--- config.mk ---
export PLATFORM = sky130hd
export DESIGN_NAME = hazard_ctrl_flat
export DESIGN_NICKNAME = d
export VERILOG_FILES = /design/src/rtl/hazard_ctrl_if.sv /design/src/rtl/hazard_ctrl.sv /design/src/flat_wrapper.sv
export SDC_FILE = /design/constraint.sdc
export NUM_CORES = 1
export LEC_CHECK = 0
export CAP_MARGIN = 10
export CORE_MARGIN = 3
export CORE_UTILIZATION = 46
export CTS_CLUSTER_SIZE = 14
export DETAILED_ROUTE_END_ITERATION = 10
export GPL_TIMING_DRIVEN = 0
export PLACE_DENSITY_LB_ADDON = 0.2
export SYNTH_ARGS = -nofsm -noshare
export SYNTH_HDL_FRONTEND = slang
export SYNTH_SLANG_ARGS = --single-unit
--- constraint.sdc ---
create_clock -name clk -period 2.5 [get_ports clk]
set_input_delay 0.375 -clock clk [delete_from_list [all_inputs] [get_ports clk]]
set_output_delay 0.375 -clock clk [all_outputs]
set_load 0.03 [all_outputs]
--- src/rtl/hazard_ctrl_if.sv ---
// rtl/hazard_ctrl_if.sv - pipeline-to-hazard-controller signal bundle
//
// Purpose: groups every hazard-controller signal except clk/reset.
// Modports:
//   master - pipeline side: drives register indices, stage controls,
//            memory handshake and clr_err; receives all controls/status.
//   slave  - hazard controller: the reverse directions.
// Signals:
//   rs1D/rs2D, rs1E/rs2E/rdE, rdM, rdW          register indices (5 bits)
//   ResultSrcE0, RegWriteM, RegWriteW, PCSrcE   stage controls
//   MemReqM, MemReadyM                          data-memory handshake
//   clr_err                                     clears mem_timeout
//   ForwardAE/ForwardBE                         EX operand selects (2 bits)
//   StallF..StallW, FlushD, FlushE              pipeline register en/clr
//   mem_busy, mem_timeout                       memory-wait status
//   stall_cycles, flush_cycles                  performance counters
interface hazard_ctrl_if #(
    parameter int CNT_W = 32
);
    logic [4:0]       rs1D, rs2D, rs1E, rs2E, rdE, rdM, rdW;
    logic             ResultSrcE0, RegWriteM, RegWriteW, PCSrcE;
    logic             MemReqM, MemReadyM, clr_err;
    logic [1:0]       ForwardAE, ForwardBE;
    logic             StallF, StallD, StallE, StallM, StallW;
    logic             FlushD, FlushE;
    logic             mem_busy, mem_timeout;
    logic [CNT_W-1:0] stall_cycles, flush_cycles;

    modport master (
        output rs1D, rs2D, rs1E, rs2E, rdE, rdM, rdW,
        output ResultSrcE0, RegWriteM, RegWriteW, PCSrcE,
        output MemReqM, MemReadyM, clr_err,
        input  ForwardAE, ForwardBE,
        input  StallF, StallD, StallE, StallM, StallW, FlushD, FlushE,
        input  mem_busy, mem_timeout, stall_cycles, flush_cycles
    );

    modport slave (
        input  rs1D, rs2D, rs1E, rs2E, rdE, rdM, rdW,
        input  ResultSrcE0, RegWriteM, RegWriteW, PCSrcE,
        input  MemReqM, MemReadyM, clr_err,
        output ForwardAE, ForwardBE,
        output StallF, StallD, StallE, StallM, StallW, FlushD, FlushE,
        output mem_busy, mem_timeout, stall_cycles, flush_cycles
    );
endinterface

--- src/rtl/hazard_ctrl.sv ---
// rtl/hazard_ctrl.sv - 5-stage pipeline hazard controller
//
// Purpose: combinational forwarding selects and pipeline hold/clear controls
// (load-use, taken branch, data-memory wait freeze), plus a registered
// memory-wait FSM with sticky timeout flag and stall/flush cycle counters.
// Ports:
//   clk   - clock
//   reset - asynchronous, active-high
//   hif   - hazard_ctrl_if slave modport (all pipeline-facing signals)
// Parameters:
//   CNT_W   - performance counter width
//   TIMEOUT - consecutive wait cycles that set mem_timeout (>= 2)
module hazard_ctrl #(
    parameter int CNT_W   = 32,
    parameter int TIMEOUT = 16
) (
    input  logic           clk,
    input  logic           reset,
    hazard_ctrl_if.slave   hif
);
    localparam int              WC_W    = $clog2(TIMEOUT + 1);
    localparam logic [WC_W-1:0] WC_MAX  = WC_W'(TIMEOUT);
    localparam logic [WC_W-1:0] WC_SET  = WC_W'(TIMEOUT - 1);
    localparam logic [WC_W-1:0] WC_ONE  = WC_W'(1);
    localparam logic [CNT_W-1:0] CNT_ONE = CNT_W'(1);

    typedef enum logic {RUN, MEM_WAIT} state_t;

    state_t           state, state_nxt;
    logic [WC_W-1:0]  wait_cnt, wait_cnt_nxt;
    logic             lw_stall, mem_stall, timeout_set;
    logic             stall_f, stall_d, stall_e, stall_m, stall_w;
    logic             flush_d, flush_e;
    logic             timeout_q;
    logic [CNT_W-1:0] stall_cnt, flush_cnt;

    // MEM result beats WB result: it is the younger write to the register.
    function automatic logic [1:0] fwd_sel(input logic [4:0] rs);
        if (hif.RegWriteM && hif.rdM != 5'd0 && hif.rdM == rs)
            return 2'b10;
        else if (hif.RegWriteW && hif.rdW != 5'd0 && hif.rdW == rs)
            return 2'b01;
        else
            return 2'b00;
    endfunction

    assign hif.ForwardAE = fwd_sel(hif.rs1E);
    assign hif.ForwardBE = fwd_sel(hif.rs2E);

    assign lw_stall  = hif.ResultSrcE0 && hif.rdE != 5'd0 &&
                       (hif.rdE == hif.rs1D || hif.rdE == hif.rs2D);
    assign mem_stall = hif.MemReqM && !hif.MemReadyM;

    // A memory wait freezes everything and suppresses flushes, so a taken
    // branch sitting in EX keeps PCSrcE high until the freeze lifts.
    always_comb begin
        stall_f = 1'b0;
        stall_d = 1'b0;
        stall_e = 1'b0;
        stall_m = 1'b0;
        stall_w = 1'b0;
        flush_d = 1'b0;
        flush_e = 1'b0;
        if (mem_stall) begin
            stall_f = 1'b1;
            stall_d = 1'b1;
            stall_e = 1'b1;
            stall_m = 1'b1;
            stall_w = 1'b1;
        end else begin
            stall_f = lw_stall;
            stall_d = lw_stall;
            flush_d = hif.PCSrcE;
            flush_e = lw_stall | hif.PCSrcE;
        end
    end

    assign hif.StallF = stall_f;
    assign hif.StallD = stall_d;
    assign hif.StallE = stall_e;
    assign hif.StallM = stall_m;
    assign hif.StallW = stall_w;
    assign hif.FlushD = flush_d;
    assign hif.FlushE = flush_e;

    always_comb begin
        state_nxt    = state;
        wait_cnt_nxt = wait_cnt;
        case (state)
            RUN: begin
                if (mem_stall) begin
                    state_nxt    = MEM_WAIT;
                    wait_cnt_nxt = WC_ONE;
                end
            end
            MEM_WAIT: begin
                if (mem_stall) begin
                    if (wait_cnt != WC_MAX)
                        wait_cnt_nxt = wait_cnt + WC_ONE;
                end else begin
                    state_nxt    = RUN;
                    wait_cnt_nxt = '0;
                end
            end
            default: begin
                state_nxt    = RUN;
                wait_cnt_nxt = '0;
            end
        endcase
    end

    // Fires on the edge that moves wait_cnt from TIMEOUT-1 to TIMEOUT.
    assign timeout_set = (state == MEM_WAIT) && mem_stall && (wait_cnt == WC_SET);

    always_ff @(posedge clk or posedge reset) begin
        if (reset) begin
            state     <= RUN;
            wait_cnt  <= '0;
            timeout_q <= 1'b0;
            stall_cnt <= '0;
            flush_cnt <= '0;
        end else begin
            state    <= state_nxt;
            wait_cnt <= wait_cnt_nxt;
            if (timeout_set)
                timeout_q <= 1'b1;
            else if (hif.clr_err)
                timeout_q <= 1'b0;
            if (stall_f)
                stall_cnt <= stall_cnt + CNT_ONE;
            if (flush_d)
                flush_cnt <= flush_cnt + CNT_ONE;
        end
    end

    assign hif.mem_busy     = (state == MEM_WAIT);
    assign hif.mem_timeout  = timeout_q;
    assign hif.stall_cycles = stall_cnt;
    assign hif.flush_cycles = flush_cnt;
endmodule

--- src/flat_wrapper.sv ---
// flat-port wrapper written by rule: the top's interface ports become plain ports
module hazard_ctrl_flat 
#(
    parameter int CNT_W   = 32,
    parameter int TIMEOUT = 16
)
  (clk, reset, hif_rs1D, hif_rs2D, hif_rs1E, hif_rs2E, hif_rdE, hif_rdM, hif_rdW, hif_ResultSrcE0, hif_RegWriteM, hif_RegWriteW, hif_PCSrcE, hif_MemReqM, hif_MemReadyM, hif_clr_err, hif_ForwardAE, hif_ForwardBE, hif_StallF, hif_StallD, hif_StallE, hif_StallM, hif_StallW, hif_FlushD, hif_FlushE, hif_mem_busy, hif_mem_timeout, hif_stall_cycles, hif_flush_cycles);
  hazard_ctrl_if #(.CNT_W(CNT_W)) hif_i ();
  input  logic clk;
  input  logic reset;
  input wire logic [$bits(hif_i.rs1D)-1:0] hif_rs1D;
  input wire logic [$bits(hif_i.rs2D)-1:0] hif_rs2D;
  input wire logic [$bits(hif_i.rs1E)-1:0] hif_rs1E;
  input wire logic [$bits(hif_i.rs2E)-1:0] hif_rs2E;
  input wire logic [$bits(hif_i.rdE)-1:0] hif_rdE;
  input wire logic [$bits(hif_i.rdM)-1:0] hif_rdM;
  input wire logic [$bits(hif_i.rdW)-1:0] hif_rdW;
  input wire logic [$bits(hif_i.ResultSrcE0)-1:0] hif_ResultSrcE0;
  input wire logic [$bits(hif_i.RegWriteM)-1:0] hif_RegWriteM;
  input wire logic [$bits(hif_i.RegWriteW)-1:0] hif_RegWriteW;
  input wire logic [$bits(hif_i.PCSrcE)-1:0] hif_PCSrcE;
  input wire logic [$bits(hif_i.MemReqM)-1:0] hif_MemReqM;
  input wire logic [$bits(hif_i.MemReadyM)-1:0] hif_MemReadyM;
  input wire logic [$bits(hif_i.clr_err)-1:0] hif_clr_err;
  output wire logic [$bits(hif_i.ForwardAE)-1:0] hif_ForwardAE;
  output wire logic [$bits(hif_i.ForwardBE)-1:0] hif_ForwardBE;
  output wire logic [$bits(hif_i.StallF)-1:0] hif_StallF;
  output wire logic [$bits(hif_i.StallD)-1:0] hif_StallD;
  output wire logic [$bits(hif_i.StallE)-1:0] hif_StallE;
  output wire logic [$bits(hif_i.StallM)-1:0] hif_StallM;
  output wire logic [$bits(hif_i.StallW)-1:0] hif_StallW;
  output wire logic [$bits(hif_i.FlushD)-1:0] hif_FlushD;
  output wire logic [$bits(hif_i.FlushE)-1:0] hif_FlushE;
  output wire logic [$bits(hif_i.mem_busy)-1:0] hif_mem_busy;
  output wire logic [$bits(hif_i.mem_timeout)-1:0] hif_mem_timeout;
  output wire logic [$bits(hif_i.stall_cycles)-1:0] hif_stall_cycles;
  output wire logic [$bits(hif_i.flush_cycles)-1:0] hif_flush_cycles;
  assign hif_i.rs1D = hif_rs1D;
  assign hif_i.rs2D = hif_rs2D;
  assign hif_i.rs1E = hif_rs1E;
  assign hif_i.rs2E = hif_rs2E;
  assign hif_i.rdE = hif_rdE;
  assign hif_i.rdM = hif_rdM;
  assign hif_i.rdW = hif_rdW;
  assign hif_i.ResultSrcE0 = hif_ResultSrcE0;
  assign hif_i.RegWriteM = hif_RegWriteM;
  assign hif_i.RegWriteW = hif_RegWriteW;
  assign hif_i.PCSrcE = hif_PCSrcE;
  assign hif_i.MemReqM = hif_MemReqM;
  assign hif_i.MemReadyM = hif_MemReadyM;
  assign hif_i.clr_err = hif_clr_err;
  assign hif_ForwardAE = hif_i.ForwardAE;
  assign hif_ForwardBE = hif_i.ForwardBE;
  assign hif_StallF = hif_i.StallF;
  assign hif_StallD = hif_i.StallD;
  assign hif_StallE = hif_i.StallE;
  assign hif_StallM = hif_i.StallM;
  assign hif_StallW = hif_i.StallW;
  assign hif_FlushD = hif_i.FlushD;
  assign hif_FlushE = hif_i.FlushE;
  assign hif_mem_busy = hif_i.mem_busy;
  assign hif_mem_timeout = hif_i.mem_timeout;
  assign hif_stall_cycles = hif_i.stall_cycles;
  assign hif_flush_cycles = hif_i.flush_cycles;
  hazard_ctrl #(.CNT_W(CNT_W), .TIMEOUT(TIMEOUT)) u_core (.clk(clk), .reset(reset), .hif(hif_i));
endmodule
# ---- Word level (Yosys, flattened, before mapping)
# Index checks and enable logic that the tools add are counted.
dict set report totals {
  reg_bits 71
  latch_bits 0
  ramBits 0
  rom_bits 0
  inputBits 44
  output_inout_bits 77
  wordCells 52
  memories 0
}
dict set report classes {
  addsub 3
  multipliers 0
  div 0
  order_cmp 0
  eq_ne 10
  shifts 0
  mux 14
  bitwise 2
  n_reduce_logical 18
}
# op count
set op_table {}
lappend op_table {{$add 32x1->32 const B} 2}
lappend op_table {{$eq 5x5->1} 6}
lappend op_table {{$mux 5} 3}
lappend op_table {{$reduce_bool 5->1} 3}
lappend op_table {{$logic_and 1x1->1} 11}
lappend op_table {{$pmux 5 s2} 1}
lappend op_table {{$mux 1} 8}
lappend op_table {{$add 5x1->5 const B} 1}
lappend op_table {{$eq 5x4->1 const B} 1}
lappend op_table {{$ne 5x5->1 const B} 1}
lappend op_table {{$mux 2} 2}
lappend op_table {{$ne 3x3->1 const B} 1}
lappend op_table {{$ne 2x1->1 const B} 1}
lappend op_table {{$reduce_and 2->1} 1}
lappend op_table {{$reduce_bool 2->1} 1}
lappend op_table {{$logic_not 1->1} 1}
lappend op_table {{$logic_or 1x1->1} 1}
lappend op_table {{$not 1->1} 1}
lappend op_table {{$or 1x1->1} 1}

# ---- Logic depth before layout (Yosys ltp)
dict set report depth {
  depth_word 5
  depth_mapped 8
  depth_no_buf 7
}

# ---- Least setup slack after synthesis
# Ideal clock, no wire load.
dict set report synth_path {
  path_type {input -> output}
  from {input port hif_rdM[1]}
  to {output port hif_ForwardAE[0]}
  t_arrival_ns 2.312
  required_ns 2.125
  setup_slack_ns -0.187
  path_stages 4
  path_buffers 0
  path_cell_list {or4_1 o21ai_0 nor4_1 nor4_1}
}
dict set report synth_between {
  elab_chain_len 4
  word_cells_on_any_way 5
}
# element line_no
set synth_lines {}
lappend synth_lines {{start: declaration} flat_wrapper.sv:16} ;# input wire logic [$bits(hif_i.rdM)-1:0] hif_rdM;
lappend synth_lines {{$reduce_bool 5->1} hazard_ctrl.sv:39} ;# if (hif.RegWriteM && hif.rdM != 5'd0 && hif.rdM == rs)
lappend synth_lines {{$logic_and 1x1->1} hazard_ctrl.sv:39}
lappend synth_lines {{$logic_and 1x1->1 *} hazard_ctrl.sv:39}
lappend synth_lines {{$mux 2 *} hazard_ctrl.sv:39}
lappend synth_lines {{end: declaration} flat_wrapper.sv:25} ;# output wire logic [$bits(hif_i.ForwardAE)-1:0] hif_ForwardAE;
# Mark *: on every way between the ends. The rest lies on a longest branch, timed or not.

# ---- Final worst setup path
dict set report layout_path {
  from {input port hif_rdM[0]}
  to {output port hif_ForwardAE[1]}
}
# The elaborated chain is that of the path after synthesis.

==> impl_table.tex <==
\begin{tabular}{lr}
\hline
Metric & Value \\
\hline
\multicolumn{2}{l}{\textbf{Timing}} \\
Total negative slack for setup checks & 0 ns \\
Skew final & 0.0159 ns \\
Period minus WS final & 2.38 ns \\
Pins Over Slew Limit & 0 \\
Post-Route Hold Slack & 0.469 ns \\
Highest clock frequency the design can meet & 420 MHz \\
Measured slew at the worst slew-check pin & 0.877 ns \\
Worst slew margin & 41.6\% \\
Hold violation total from the final report & 0 \\
Final setup slack of the worst path & 0.117 ns \\
Number of endpoints failing setup at the final stage & 0 \\
RSZ-0062 raised after global routing & no \\
Crit share post-route & 95.3\% \\
\multicolumn{2}{l}{\textbf{Setup path}} \\
Startpoint class of the critical path & input pin \\
CP Capture Type & output pin \\
Cell-by-cell trace of the critical path & clkdlybuf4s50\_1 > xnor2\_1 > nand3\_1 > nor4\_1 > dlygate4sd2\_1 \\
Delay of the slowest cell on the worst path & 0.56 ns \\
Delay-heaviest family, CP & buffers and inverters \\
Data arrival, critical path & 2.01 ns \\
Sum of buffers and inverters on the critical path & 2 \\
Maximum fanout along the worst path & 3 \\
Type of the setup path with the least slack & input pin to output pin \\
Required time worst endpoint & 2.12 ns \\
Slowest stage cell, crit path & clkdlybuf4s50\_1 \\
\multicolumn{2}{l}{\textbf{Clock network}} \\
CTS buffer count & 9 \\
Sink count of the clock tree & 71 \\
Clock transition at path regs & 0.08 ns \\
Htree depth & 3 \\
Hold-fix buffers at CTS & 0 \\
Worst skew pair latency & 0.35 ns \\
TritonCTS clock tree & yes \\
Clock Path Buffers & 2 \\
Cell chosen for the clock root & clkbuf\_8 \\
\multicolumn{2}{l}{\textbf{Place}} \\
Post-placement setup slack & -0.735 ns \\
Final weighted congestion in routability-driven placement & 0.837 \\
Standard cell area after detailed placement & 5030 µm² \\
Count of input and output buffers & 120 \\
DPL Wire Length & 6540 µm \\
\multicolumn{2}{l}{\textbf{Synth}} \\
Biggest area consumer among synthesized cells & dfrtp\_1 \\
Prevailing post-synth register cell & dfrtp\_1 \\
Portion of the post-synthesis area used by sequential elements & 48.2\% \\
Top cells by area in the synthesized netlist & dfrtp\_1 48\%, xnor2\_1 17\%, xor2\_1 5.5\% \\
Synthesized instance count & 344 \\
Total of flip-flops plus latches after synthesis & 71 \\
Synth unique cells & 37 \\
Share of the synthesized area in the top cell type & 48.2\% \\
Count of yosys warnings during synthesis & 0 \\
Syn\_area\_per\_cell & 10.7 µm² \\
Total nets after synthesis & 393 \\
Cell Area, Synth & 3690 µm² \\
Count of flip-flops with a built-in enable after synthesis & 0 \\
Cell types with the highest counts after synthesis & 71 x dfrtp\_1, 70 x xnor2\_1, 28 x nand3\_1 \\
Most repeated cell in the gate-level netlist after synthesis & dfrtp\_1 \\
Async set-or-reset flop fraction in the synthesized netlist & 100\% \\
\multicolumn{2}{l}{\textbf{Route}} \\
Drt drc & 0 \\
TritonRoute pass-1 iters & 4 \\
Overall routed net length & 8820 µm \\
Count of antenna-violating nets left after detailed routing & 0 \\
Number of design-rule violations left by the first detailed-router iteration & 135 \\
WL met1 & 3840 µm \\
Met2 routed wirelength & 4210 µm \\
Met3 layer wire length in the routed design & 650 µm \\
Via count & 3046 \\
Via density per instance & 5.23 \\
Wire length per cell after detailed routing & 15.2 µm \\
Highest metal layer with signal wires & met4 \\
\multicolumn{2}{l}{\textbf{Layout}} \\
Fill cell instance count of the final layout & 609 \\
Count of inserted antenna diode cells & 0 \\
Share of post-route cells with drive strength above 1 & 9.79\% \\
Area growth from synthesis to layout & 43.4\% \\
Layout Nets & 525 \\
Finished layout cell area & 5290 µm² \\
\multicolumn{2}{l}{\textbf{Power}} \\
Portion of total power attributed to sequential cells & 41.5\% \\
Power spent charging and discharging nets & 1.05 mW \\
Net Sw Frac & 31.0\% \\
Maximum vdd drop & 0.663 mV \\
P\_int & 2.33 mW \\
Power Dens Cells & 638 nW/µm² \\
Clock network fraction of design power & 33.5\% \\
Leak & 2.31 nW \\
Power Total & 3.37 mW \\
Combinational fraction of design power & 24.9\% \\
\multicolumn{2}{l}{\textbf{Run status}} \\
Run status & complete, no violations \\
\multicolumn{2}{l}{\textbf{Die}} \\
Num ports & 121 \\
Starting density of the core & 47.5\% \\
Core box area & 7770 µm² \\
Overall die height & 95.6 µm \\
Total Die Area & 9130 µm² \\
Row Count & 32 \\
Die span in x & 95.6 µm \\
\multicolumn{2}{l}{\textbf{Global routing}} \\
Vias in the first global route & 3119 \\
Overflow left after global routing & 0 \\
Initial antenna violation count & 0 \\
Overall routing resource usage & 20.9\% \\
Pin count of the biggest net entering global routing & 72 \\
First-pass GRT wire length & 14800 µm \\
\multicolumn{2}{l}{\textbf{Worst hold path}} \\
Min-Delay Path Class & flip-flop to flip-flop \\
\multicolumn{2}{l}{\textbf{Run}} \\
\# Max-Cap Violations & 0 \\
\hline
\end{tabular}
## worst paths after layout
path	endpoint	cells after the start	slack [ns]	startpoint
hold reg to reg	u_core.hif.flush_cycles[31]	1	0.47	u_core.hif.flush_cycles[31]
hold / removal	u_core.hif.flush_cycles[31]	1	0.47	u_core.hif.flush_cycles[31]
min in group asynchronous	u_core.hif.stall_cycles[21]	2	0.56	reset
setup reg to reg	u_core.hif.flush_cycles[24]	8	0.58	u_core.hif.flush_cycles[0]
setup / recovery	hif_ForwardAE[1]	5	0.12	hif_rdM[0]
max in group asynchronous	u_core.hif.flush_cycles[1]	2	1.35	reset
## cells in the final DEF (no fill, tap or decap), types with 10 or more instances in the layout
cell type	netlist	final
nand3_1	28	28
dfrtp_1	71	71
clkdlybuf4s50_1	0	104
xnor2_1	70	70
xor2_1	23	23
and3_1	17	17
nand4_1	22	22
clkbuf_8	0	10
nor2_1	15	15
nand2_1	27	27
## power by group through the flow
stage          sequential [mW]  clock (mW)  combinational, mW
2_1_floorplan             1.60           0              0.274
3_3_place_gp              1.41           0              0.830
3_5_place_dp              1.42           0              0.849
4_1_cts                   1.40        1.15              0.851
5_1_grt                   1.43        1.20              0.903
6_report                  1.40        1.13              0.841
## cell type report
| class | count | area (µm²) | area share (%) |
|---|---|---|---|
| Buffer | 8 | 60.1 | 1.14 |
| Clock buffer | 10 | 138 | 2.60 |
| Timing Repair Buffer | 121 | 1200 | 22.6 |
| Clock inverter | 5 | 106 | 2.01 |
| Multi-Input combinational cell | 255 | 1840 | 34.8 |
| Sequential cell | 71 | 1780 | 33.6 |
| Inverter | 10 | 42.5 | 0.804 |
| Tap cell | 102 | 128 | 2.41 |
## what timing repair did
item,4_1_cts,5_1_grt
gates resized for setup,31,13
endpoints found under the setup margin,7,7
pin swaps,1,0
setup buffers,1,0
## state kept, by name, indices dropped and copies added (netlist names)
name,count
u_core.hif.stall_cycles,32
u_core.wait_cnt,5
u_core.hif.mem_busy,1
u_core.hif.flush_cycles,32
u_core.hif.mem_timeout,1
## per-stage QoR
stage                     cells  utilization [%]
after floorplan             344                -
final                       582             68.1
after global placement      566             64.8
after detailed placement    566             64.8
after CTS                   582             67.9
after global routing        582             68.1
## cell families after synthesis
kind of cell,count (synthesis),synth area share [%]
AOI/OAI and AO/OA,15,2.58
xor gates and xnor gates,93,22.1
adders and majority gates,5,1.70
buffers and inverters,18,2.54
DFF,71,48.2
muxes,2,0.610
and+or+nand+nor,140,22.3
## per-layer routing
layer	up-vias	track usage (%)
li1	1447	-
met1	1485	26.4
met2	105	33.6
met3	9	7.18
met4	0	6.52
met5	-	0
No activity file was read; power rests on OpenSTA's default activity.
